**src/rtl/flow_sequencer.sv**
```systemverilog
// flow_sequencer: fetch/decode sequencer driving valve writes, tick delays and pc strobes.
// Define SEQ_PAUSE_EN to add a pause input that freezes FETCH and DELAY counting.
module flow_sequencer #(
    parameter int INSTR_W     = 16,
    parameter int OPERAND_W   = INSTR_W - 2,
    parameter int PRESCALE    = 100,
    parameter int ACK_TIMEOUT = 255,
    parameter int FETCH_LAT   = 2
) (
    input  logic                 clk,
    input  logic                 rst,
    input  logic                 start,
    input  logic                 abort,
`ifdef SEQ_PAUSE_EN
    input  logic                 pause,
`endif
    input  logic [INSTR_W-1:0]   instr,
    input  logic                 valve_ack,
    output logic                 valve_we,
    output logic [OPERAND_W-1:0] valve_data,
    output logic                 set,
    output logic                 set_done,
    output logic                 delay,
    output logic                 count_done,
    output logic                 busy,
    output logic                 halted,
    output logic                 err
);
    localparam int FW = $clog2(FETCH_LAT + 1);
    localparam int TW = $clog2(ACK_TIMEOUT + 1);
    localparam int PW = PRESCALE > 1 ? $clog2(PRESCALE) : 1;
    localparam logic [FW-1:0] F_LOAD = FW'(FETCH_LAT);
    localparam logic [TW-1:0] T_LOAD = TW'(ACK_TIMEOUT);
    localparam logic [PW-1:0] P_LOAD = PW'(PRESCALE - 1);
    localparam logic [2:0] S_IDLE = 3'd0, S_FETCH = 3'd1, S_DECODE = 3'd2, S_SET = 3'd3,
                           S_DELAY = 3'd4, S_ADV = 3'd5, S_HALT = 3'd6, S_ERR = 3'd7;
    logic [2:0]           state;
    logic                 adv_set;
    logic [FW-1:0]        fcnt;
    logic [TW-1:0]        tcnt;
    logic [PW-1:0]        pre;
    logic [OPERAND_W-1:0] ticks;
    logic                 pz;
    logic [1:0]           op;
    logic [OPERAND_W-1:0] operand;
`ifdef SEQ_PAUSE_EN
    assign pz = pause;
`else
    assign pz = 1'b0;
`endif
    assign op      = instr[INSTR_W-1 -: 2];
    assign operand = instr[OPERAND_W-1:0];
    always_ff @(posedge clk) begin
        if (rst) begin
            state      <= S_IDLE;
            adv_set    <= 1'b0;
            fcnt       <= '0;
            tcnt       <= '0;
            pre        <= '0;
            ticks      <= '0;
            valve_data <= '0;
        end else if (abort) begin
            state <= S_IDLE;
        end else begin
            case (state)
                S_IDLE: if (start) begin
                    state <= S_FETCH;
                    fcnt  <= F_LOAD;
                end
                S_FETCH: if (!pz) begin
                    if (fcnt == FW'(1)) state <= S_DECODE;
                    fcnt <= fcnt - FW'(1);
                end
                S_DECODE: begin
                    adv_set <= 1'b0;
                    case (op)
                        2'b01: begin
                            state      <= S_SET;
                            valve_data <= operand;
                            tcnt       <= T_LOAD;
                        end
                        2'b10: if (operand != '0) begin
                            state <= S_DELAY;
                            ticks <= operand;
                            pre   <= P_LOAD;
                        end else state <= S_ADV;
                        2'b00: state <= S_ADV;
                        default: state <= S_HALT;
                    endcase
                end
                // ack in the expiry cycle wins over the timeout
                S_SET: if (valve_ack) begin
                    state   <= S_ADV;
                    adv_set <= 1'b1;
                end else if (tcnt == TW'(1)) state <= S_ERR;
                else tcnt <= tcnt - TW'(1);
                S_DELAY: if (!pz) begin
                    if (pre != '0) pre <= pre - PW'(1);
                    else if (ticks == OPERAND_W'(1)) state <= S_ADV;
                    else begin
                        ticks <= ticks - OPERAND_W'(1);
                        pre   <= P_LOAD;
                    end
                end
                S_ADV: begin
                    state <= S_FETCH;
                    fcnt  <= F_LOAD;
                end
                S_HALT: if (start) begin
                    state   <= S_ADV;
                    adv_set <= 1'b0;
                end
                S_ERR: if (start) state <= S_IDLE;
                default: state <= S_IDLE;
            endcase
        end
    end
    assign valve_we   = state == S_SET;
    assign set        = state == S_SET;
    assign delay      = state == S_DELAY;
    assign set_done   = state == S_ADV && adv_set;
    assign count_done = state == S_ADV && !adv_set;
    assign busy       = !(state == S_IDLE || state == S_HALT || state == S_ERR);
    assign halted     = state == S_HALT;
    assign err        = state == S_ERR;
endmodule
```
**config.mk**
```make
export PLATFORM = sky130hd
export DESIGN_NAME = flow_sequencer
export DESIGN_NICKNAME = d
export VERILOG_FILES = /design/src/rtl/flow_sequencer.sv
export SDC_FILE = /design/constraint.sdc
export NUM_CORES = 1
export LEC_CHECK = 0
export CAP_MARGIN = 40
export CORE_AREA = 4 4 77 79
export CTS_CLUSTER_SIZE = 14
export DETAILED_ROUTE_END_ITERATION = 10
export DIE_AREA = 0 0 81 83
export GPL_ROUTABILITY_DRIVEN = 0
export PLACE_DENSITY = 0.86
export SYNTH_ARGS = -nofsm -noshare
export SYNTH_HDL_FRONTEND = slang
export SYNTH_SLANG_ARGS = --single-unit
export TNS_END_PERCENT = 20
```
**constraint.sdc**
```tcl
create_clock -name clk -period 2.31 [get_ports clk]
set_clock_uncertainty 0.1 [all_clocks]
set_input_delay 0.462 -clock clk [delete_from_list [all_inputs] [get_ports clk]]
set_output_delay 0.462 -clock clk [all_outputs]
set_load 0.01 [all_outputs]
```
# Word-level counts from Yosys, hierarchy flattened
# Cells that the tools add are included.
# W data, S select, Z words.
[totals]
regBits = 49
latch_bits = 0
mem_bits_rw = 0
romBits = 0
inputBits = 21
out_inout_bits = 22
elab_cells = 91
mem_count = 0
[classes]
addsub = 4
mul = 0
div_mod_pow = 0
magnitude_cmp = 0
eq_ne = 27
shift = 0
n_mux = 30
bitwise_logic = 1
reduce_logical = 22
[ops]
columns = ["cell", "count"]
rows = [
  ["$mux W14", 4],
  ["$mux W7", 4],
  ["$pmux W14 S2", 1],
  ["$mux W3", 8],
  ["$mux W8", 3],
  ["$pmux W3 S8", 1],
  ["$ne A2 B2 Y1 const B", 11],
  ["$pmux W8 S2", 1],
  ["$eq A14 B1 Y1 const B", 1],
  ["$pmux W7 S2", 1],
  ["$reduce_bool A14 Y1", 1],
  ["$sub A14 B1 Y14 const B", 1],
  ["$eq A3 B3 Y1 const B", 4],
  ["$reduce_and A5 Y1", 2],
  ["$pmux W3 S3", 1],
  ["$eq A8 B1 Y1 const B", 1],
  ["$sub A8 B1 Y8 const B", 1],
  ["$reduce_and A7 Y1", 1],
  ["$reduce_bool A7 Y1", 1],
  ["$sub A7 B1 Y7 const B", 1],
  ["$eq A3 B2 Y1 const B", 2],
  ["$pmux W2 S3", 1],
  ["$reduce_and A3 Y1", 2],
  ["$reduce_and A6 Y1", 1],
  ["other kinds (20)", 29],
]

# Longest topological paths before layout
# Gate-level depths: netlist (run 1).
[depth]
ltp_word = 4
mapped_depth = 8

# Worst setup path before layout (run 1)
# No wires, ideal clock.
[synth_timing]
path_kind = "flip-flop to flip-flop"
startpoint = "register state[0]"
endpoint = "register pre[3]"
setup_time_ps = 70
arrival_time_ps = 1809
setup_slack_ps = 331
path_stages_with_launch = 9
synth_period_minus_slack_ps = 1979
path_cell_list = "dfxtp_1 -> buf_2 -> or3b_1 -> buf_6 -> inv_6 -> nor2_2 -> a21o_1 -> or4_1 -> a21oi_1"
[synth_between]
elab_chain_cells = 3
[synth_rtl]
columns = ["element", "line_no", "text"]
rows = [
  ["start: declaration", "37", "logic [2:0] state;"],
  ["start signal: assignment", "55", "state <= S_IDLE;"],
  ["start signal: assignment", "63", "state <= S_IDLE;"],
  ["start signal: assignment", "67", "state <= S_FETCH;"],
  ["$eq A3 B3 Y1 / $eq A3 B2 Y1 (equally long branches)", "65", "case (state)"],
  ["$ne A3 B3 Y1 (no line), or another cell as far along", "--", ""],
  ["$reduce_and A5 Y1 (no line)", "--", ""],
  ["end signal: assignment", "98", "if (pre != '0) pre <= pre - PW'(1);"],
  ["end: declaration", "41", "logic [PW-1:0] pre;"],
]
# Several ways; a longest one is shown, not always the timed one.
# A chain may end at the register's enable or synchronous reset.

# Worst setup path in the final report (run 1)
[layout_timing]
startpoint = "input instr[0]"
endpoint = "register ticks[3]"
[layout_between]
elab_chain_cells = 3
[layout_rtl]
columns = ["element", "line_no", "text"]
rows = [
  ["start: declaration", "17", "input logic [INSTR_W-1:0] instr,"],
  ["$reduce_bool A14 Y1", "82", "2'b10: if (operand != '0) begin"],
  ["$ne A2 B2 Y1 (no line)", "--", ""],
  ["$reduce_and A6 Y1 (no line)", "--", ""],
  ["end signal: assignment", "84", "ticks <= operand;"],
  ["end signal: assignment", "101", "ticks <= ticks - OPERAND_W'(1);"],
  ["end: declaration", "42", "logic [OPERAND_W-1:0] ticks;"],
]
# No other way between the ends.

==> results of run 1 <==
synth_stat cells, drive strengths merged, types with 3 or more instances:
cell type  count
nor4           9
nand2         36
clkbuf        13
o31ai         15
or3            5
nor2          28
nor3b          7
buf           11
dfxtp         49
nor3          16
nor2b          4
or4            5
inv           14
ha             6
a21oi         48
o21ai          3
xor2           5
and2           4
o311ai         8
a31oi          8
a311oi         4
a211oi         4
and3           3
a21o           3
nand4          9
a31o           3
metal layers:
metal | GRT usage (%) | vias up | share of wire [%] | routed length, µm
li1 | - | 1433 | - | -
met1 | 28.4 | 1375 | 44 | 3290
met2 | 36.1 | 113 | 47 | 3500
met3 | 4.99 | 9 | 7.0 | 520
met4 | 7.37 | 0 | 1.5 | 114
met5 | 0 | - | 0 | 0
layout make-up:
cell class                 instances  area, µm²  area share [%]
multi-input combinational        261       1630            45.2
sequential                        49        981            27.2
timing repair buffer              81        748            20.8
tap                               72       90.1            2.50
clock buffer                       5       68.8            1.91
inverter                          14       57.6            1.60
clock inverter                     3       26.3           0.730
stage by stage:
stage | TNS (ns) | std cells | utilization (%) | power [mW]
floorplan | 0 | 348 | - | 0.991
global placement | -4.93 | 476 | 65.2 | 1.10
detailed placement | -4.88 | 476 | 65.2 | 1.10
CTS | 0 | 484 | 67.0 | 1.65
global route | -0.0142 | 485 | 67.5 | 1.70
finish | 0 | 485 | 67.5 | 1.64
cell families (layout without fill, tap and decap cells):
logic type	Yosys count	after routing	synth area share, %
adder cells (fa/ha/maj)	6	6	2.71
AND/OR/NAND/NOR	137	137	26.7
AO/OA/AOI/OAI	111	111	26.7
multiplexers	2	2	0.723
flip-flops	49	49	35.4
buffers and inverters	38	103	6.10
XOR/XNOR	5	5	1.58
power groups by stage:
stage          clock [mW]  sequential [mW]  combinational, mW
2_1_floorplan           0            0.878              0.112
3_3_place_gp            0            0.880              0.220
3_5_place_dp            0            0.880              0.225
4_1_cts             0.559            0.861              0.227
5_1_grt             0.588            0.862              0.248
6_report            0.554            0.861              0.228
flip-flops by register name, summed over array words and instances (netlist names):
| signal | flops |
|---|---|
| ticks | 14 |
| tcnt | 8 |
| state | 3 |
| adv_set | 1 |
| valve_data | 14 |
| fcnt | 2 |
| pre | 7 |
final timing paths:
check,cells past startpoint,end,start,slack (ns)
worst min register to register,2,valve_data[6]$_SDFFE_PP0P_,valve_data[6]$_SDFFE_PP0P_,0.36
worst min-delay path,2,valve_data[6]$_SDFFE_PP0P_,valve_data[6]$_SDFFE_PP0P_,0.36
worst max register to register,5,pre[4]$_SDFFE_PP0P_,ticks[3]$_SDFFE_PP0P_,0.18
worst max-delay path,7,ticks[3]$_SDFFE_PP0P_,instr[0],0.06
timing repair:
action / CTS / global route
gates resized for setup: 5 / 5
pin swaps: 0 / 1
gates cloned: 0 / 0
endpoints found under the setup margin: 3 / 23
buffers inserted: 0 / 1
worst max-delay path, stage by stage:
cell and delay [ns]:
clkdlybuf4s50_1 0.48, nor4_2 0.36, nand4_1 0.28, a31oi_1 0.31, buf_4 0.26, o31ai_1 0.11
a21oi_1 0.14
==> results.toml, run 1 <==
[synth]
syn_nets = 375
synthFlopType = "dfxtp_1"
netlist_top_cells_area = "dfxtp_1, a21oi_1, nand2_1"
syn-instance-count = 348
synth-seq-area-share_pct = 35.4
ys_ff_latch = 49
synth_edf_count = 0
synth_top_area_share_pct = 35.4
ys_types = 58
yosys.area.top_type = "dfxtp_1"
yosys_warnings = 0
synth_area_um2 = 2770
avgSynthCellArea_um2 = 7.96
async_flop_share_pct = 0

[placed_design]
dpl_worst_slack_ns = -0.274
hpwl_mm = 5.33
dpl_cell_area_um2 = 3480
port_buffers = 42

[detailed_routing]
wl_per_cell_um = 15.3
drt_first_iter_violations = 270
num_vias = 2930
wl_mm = 7.42
drc = 0
post_drt_via_cell_ratio = 6.04
ant_nets = 0
firstDrtPassIters = 4

[power]
switching_share_pct = 28.0
power.density_nw_per_um2 = 457
ir_drop_v = 0.000297
p_seq_share_pct = 52.4
power.internal_mw = 1.18
pwr-share-comb_pct = 13.9
clkPwrFrac_pct = 33.7
p_sw_mw = 0.461
leakage_nw = 1.37

[timing]
max_freq_ghz = 0.444
relSlewSlack_pct = 60.4
rsz0062_at_grt = "true"
hold_viol = 0
tightest_slew_ns = 0.588
period_needed_ns = 2.25
report.final.slew_viol_count = 0
setup_slack_ns = 0.0594
fin_hold_ws_ns = 0.360
period_share_pct = 97.4
setup_viol = 0

[grt]
grt_usage_pct = 22.1
antenna_found_initial = 0
grt_max_degree = 47
grt_pass1_wl_mm = 12.0
gr-total-overflow = 0
first_global_vias = 2655

[clock_network]
cts_tree = "yes"
clock_path_buffers = 2
clk_pin_slew_ns = 0.10
htreeDepth = 2
cts.sinks = 49
clock_latency_ns = 0.32
postCtsHoldBufs = 0
cts_buffers = 5
root_buffer = "clkbuf_8"

[layout]
area_delta_synth_final_pct = 30.0
nFillCells = 461
drive_gt1_share_pct = 14.8
fin_area_um2 = 3600
final_cell_mix = "dfxtp_1, a21oi_1, nand2_1, buf_4, clkdlybuf4s50_1"
antennaDiodeCount = 0
final_common_cell = "dfxtp_1"
num-nets-final = 439

[run]
cap_viol_max_count = 0

[critical_path]
critPathRequiredTime_ns = 2.47
path_max_fanout = 18
end_kind = "flip-flop"
startpoint_type = "primary input"
cp.arrival_ns = 2.41
critPathKind = "primary input to flip-flop"

[die]
core_area_um2 = 5340
start_util_pct = 51.9
fp-row-count = 27
boundaryPins = 43
die_h_um = 83
die-area_um2 = 6720
die_w_um = 81

[status]
status = "complete, no violations"

[worst_hold_path]
hold_class = "flip-flop to flip-flop"
Note: power is estimated with default switching activity, not from simulation.
==> run 2, diff against run 1 <==
- CORE_AREA: 4 4 77 79 -> 4 4 93 95
- DIE_AREA: 0 0 81 83 -> 0 0 97 99
- PLACE_DENSITY: 0.86 -> 0.64
==> results.toml, run 2 (synthesis gave the netlist of run 1 again) <==
[status]
status = "complete, no violations"

[detailed_routing]
drt_first_iter_violations = 83
wl_mm = 7.69
wl_per_cell_um = 14.9
wl_met1_mm = 3.65
dr.max_layer_used = "met4"
post_drt_via_cell_ratio = 5.53
wl_met2_mm = 3.64
ant_nets = 0
wl_met3_um = 350
num_vias = 2864
firstDrtPassIters = 4
drc = 0

[die]
fp-row-count = 32
start_util_pct = 35.8
core_area_um2 = 7730
die_h_um = 99
boundaryPins = 43
die-area_um2 = 9600
die_w_um = 97

[power]
p_sw_mw = 0.445
clkPwrFrac_pct = 32.7
leakage_nw = 1.41
pwr-share-comb_pct = 14.6
power.density_nw_per_um2 = 442
ir_drop_v = 0.000212
switching_share_pct = 27.2
p_seq_share_pct = 52.7
power.internal_mw = 1.19

[critical_path]
path_max_fanout = 4
cpPeakStageDelay_ns = 0.53
r2r_slack_ns = 0.21
startpoint = "state[0]$_SDFFE_PP0P_"
end_kind = "primary output"
rr_startpoint = "ticks[3]$_SDFFE_PP0P_"
crit_path_cell_trace = "or3b_4 > inv_6 > clkdlybuf4s50_1"
crit_buf_inv = 2
cpMaxStageDelayCell = "clkdlybuf4s50_1"
startpoint_type = "flip-flop"
critPathRequiredTime_ns = 1.75
critPathKind = "flip-flop to primary output"
critPathTopFamily = "buffers and inverters"
cp.arrival_ns = 1.68

[layout]
drive_gt1_share_pct = 16.1
nFillCells = 763
antennaDiodeCount = 0
area_delta_synth_final_pct = 33.6
num-nets-final = 442
final_cell_mix = "a21oi_1, dfxtp_1, buf_4, nand2_1, clkdlybuf4s50_1"
fin_area_um2 = 3700
seqCellArea_um2 = 983
final_util_pct = 47.9
final_common_cell = "a21oi_1"
multi_input_area_um2 = 1630
reg_top3 = "ticks x14, valve_data x14, tcnt x8"

[placed_design]
hpwl_mm = 5.62
dpl_cell_area_um2 = 3580
port_buffers = 42

[timing]
setup_viol = 0
hold_viol = 0
tightest_slew_ns = 0.547
period_needed_ns = 2.24
period_share_pct = 97.0
max_freq_ghz = 0.446
relSlewSlack_pct = 63.2
report.final.slew_viol_count = 0
rsz0062_at_grt = "false"
fin_hold_ws_ns = 0.359

[worst_hold_path]
hold_start = "valve_data[13]$_SDFFE_PP0P_"
hold_class = "flip-flop to flip-flop"

[clock_network]
htreeDepth = 2
cts.sinks = 49
postCtsHoldBufs = 0
clock_path_buffers = 2
root_buffer = "clkbuf_8"
cts_tree = "yes"
clk_pin_slew_ns = 0.10
cts_buffers = 5
clock_latency_ns = 0.31

[grt]
antenna_found_initial = 0
grt_max_degree = 47
grt_pass1_wl_mm = 12.9
gr-total-overflow = 0
first_global_vias = 2733
grt_usage_pct = 15.8

[run]
cap_viol_max_count = 0
-- run 2: cell types whose count changed in the layout (fill, tap and decap cells not counted), sizes merged --
cell	before	now
buf	39	42
dlymetal6s2s	4	5
dlygate4sd2	3	1
clkinv	0	1
clkinvlp	2	1
clkdlybuf4s50	35	36
-- run 2: path summary, 6_finish.rpt --
check                           depth (start not counted)                          end
worst min-delay path                                    2  valve_data[13]$_SDFFE_PP0P_
worst max register to register                          5          pre[4]$_SDFFE_PP0P_
worst max-delay path                                    3                        delay
worst min register to register                          2  valve_data[13]$_SDFFE_PP0P_
-- run 2: layout make-up --
cell class,instances,share of cell area [%]
Tap cell,102,3.45
Sequential cell,49,26.6
Inverter,14,1.56
Clock inverter,3,0.676
Clock buffer,5,1.86
Multi-Input combinational cell,261,44.0
Timing Repair Buffer,84,21.9
-- run 2: timing repair --
item / in CTS / in global routing
hold endpoints to repair: 0 / 0
endpoints found under the setup margin: 3 / 11
gates resized for setup: 3 / 8
setup buffers: 1 / 0
-- run 2: power groups by stage --
stage | Clock [mW] | Combinational, mW | Sequential (mW)
global placement | 0 | 0.235 | 0.881
finish | 0.535 | 0.239 | 0.862
global route | 0.589 | 0.260 | 0.864
detailed placement | 0 | 0.237 | 0.881
CTS | 0.565 | 0.239 | 0.862
floorplan | 0 | 0.112 | 0.878
-- run 2: worst register-to-register path: stages, from the launching register on --
cell and delay [ns]:
dfxtp_1 0.40, nor4_1 0.47, nand4_1 0.26, a31o_2 0.36
a21o_1 0.22, a311oi_1 0.20
-- run 2: routing by layer --
layer | up-vias | track usage, %
li1 | 1438 | -
met1 | 1352 | 21.1
met2 | 68 | 26.4
met3 | 6 | 3.33
met4 | 0 | 3.46
met5 | - | 0
-- run 2: metrics by stage --
| stage | cells | setup slack [ns] | TNS [ns] | power, mW |
|---|---|---|---|---|
| 5_1_grt | 518 | 0.00469 | 0 | 1.71 |
| 3_3_place_gp | 509 | -0.367 | -6.26 | 1.12 |
| 3_5_place_dp | 509 | -0.323 | -5.59 | 1.12 |
| 6_report | 518 | 0.0691 | 0 | 1.64 |
| 2_1_floorplan | 348 | 0.331 | 0 | 0.991 |
| 4_1_cts | 518 | -0.00573 | -0.00573 | 1.67 |
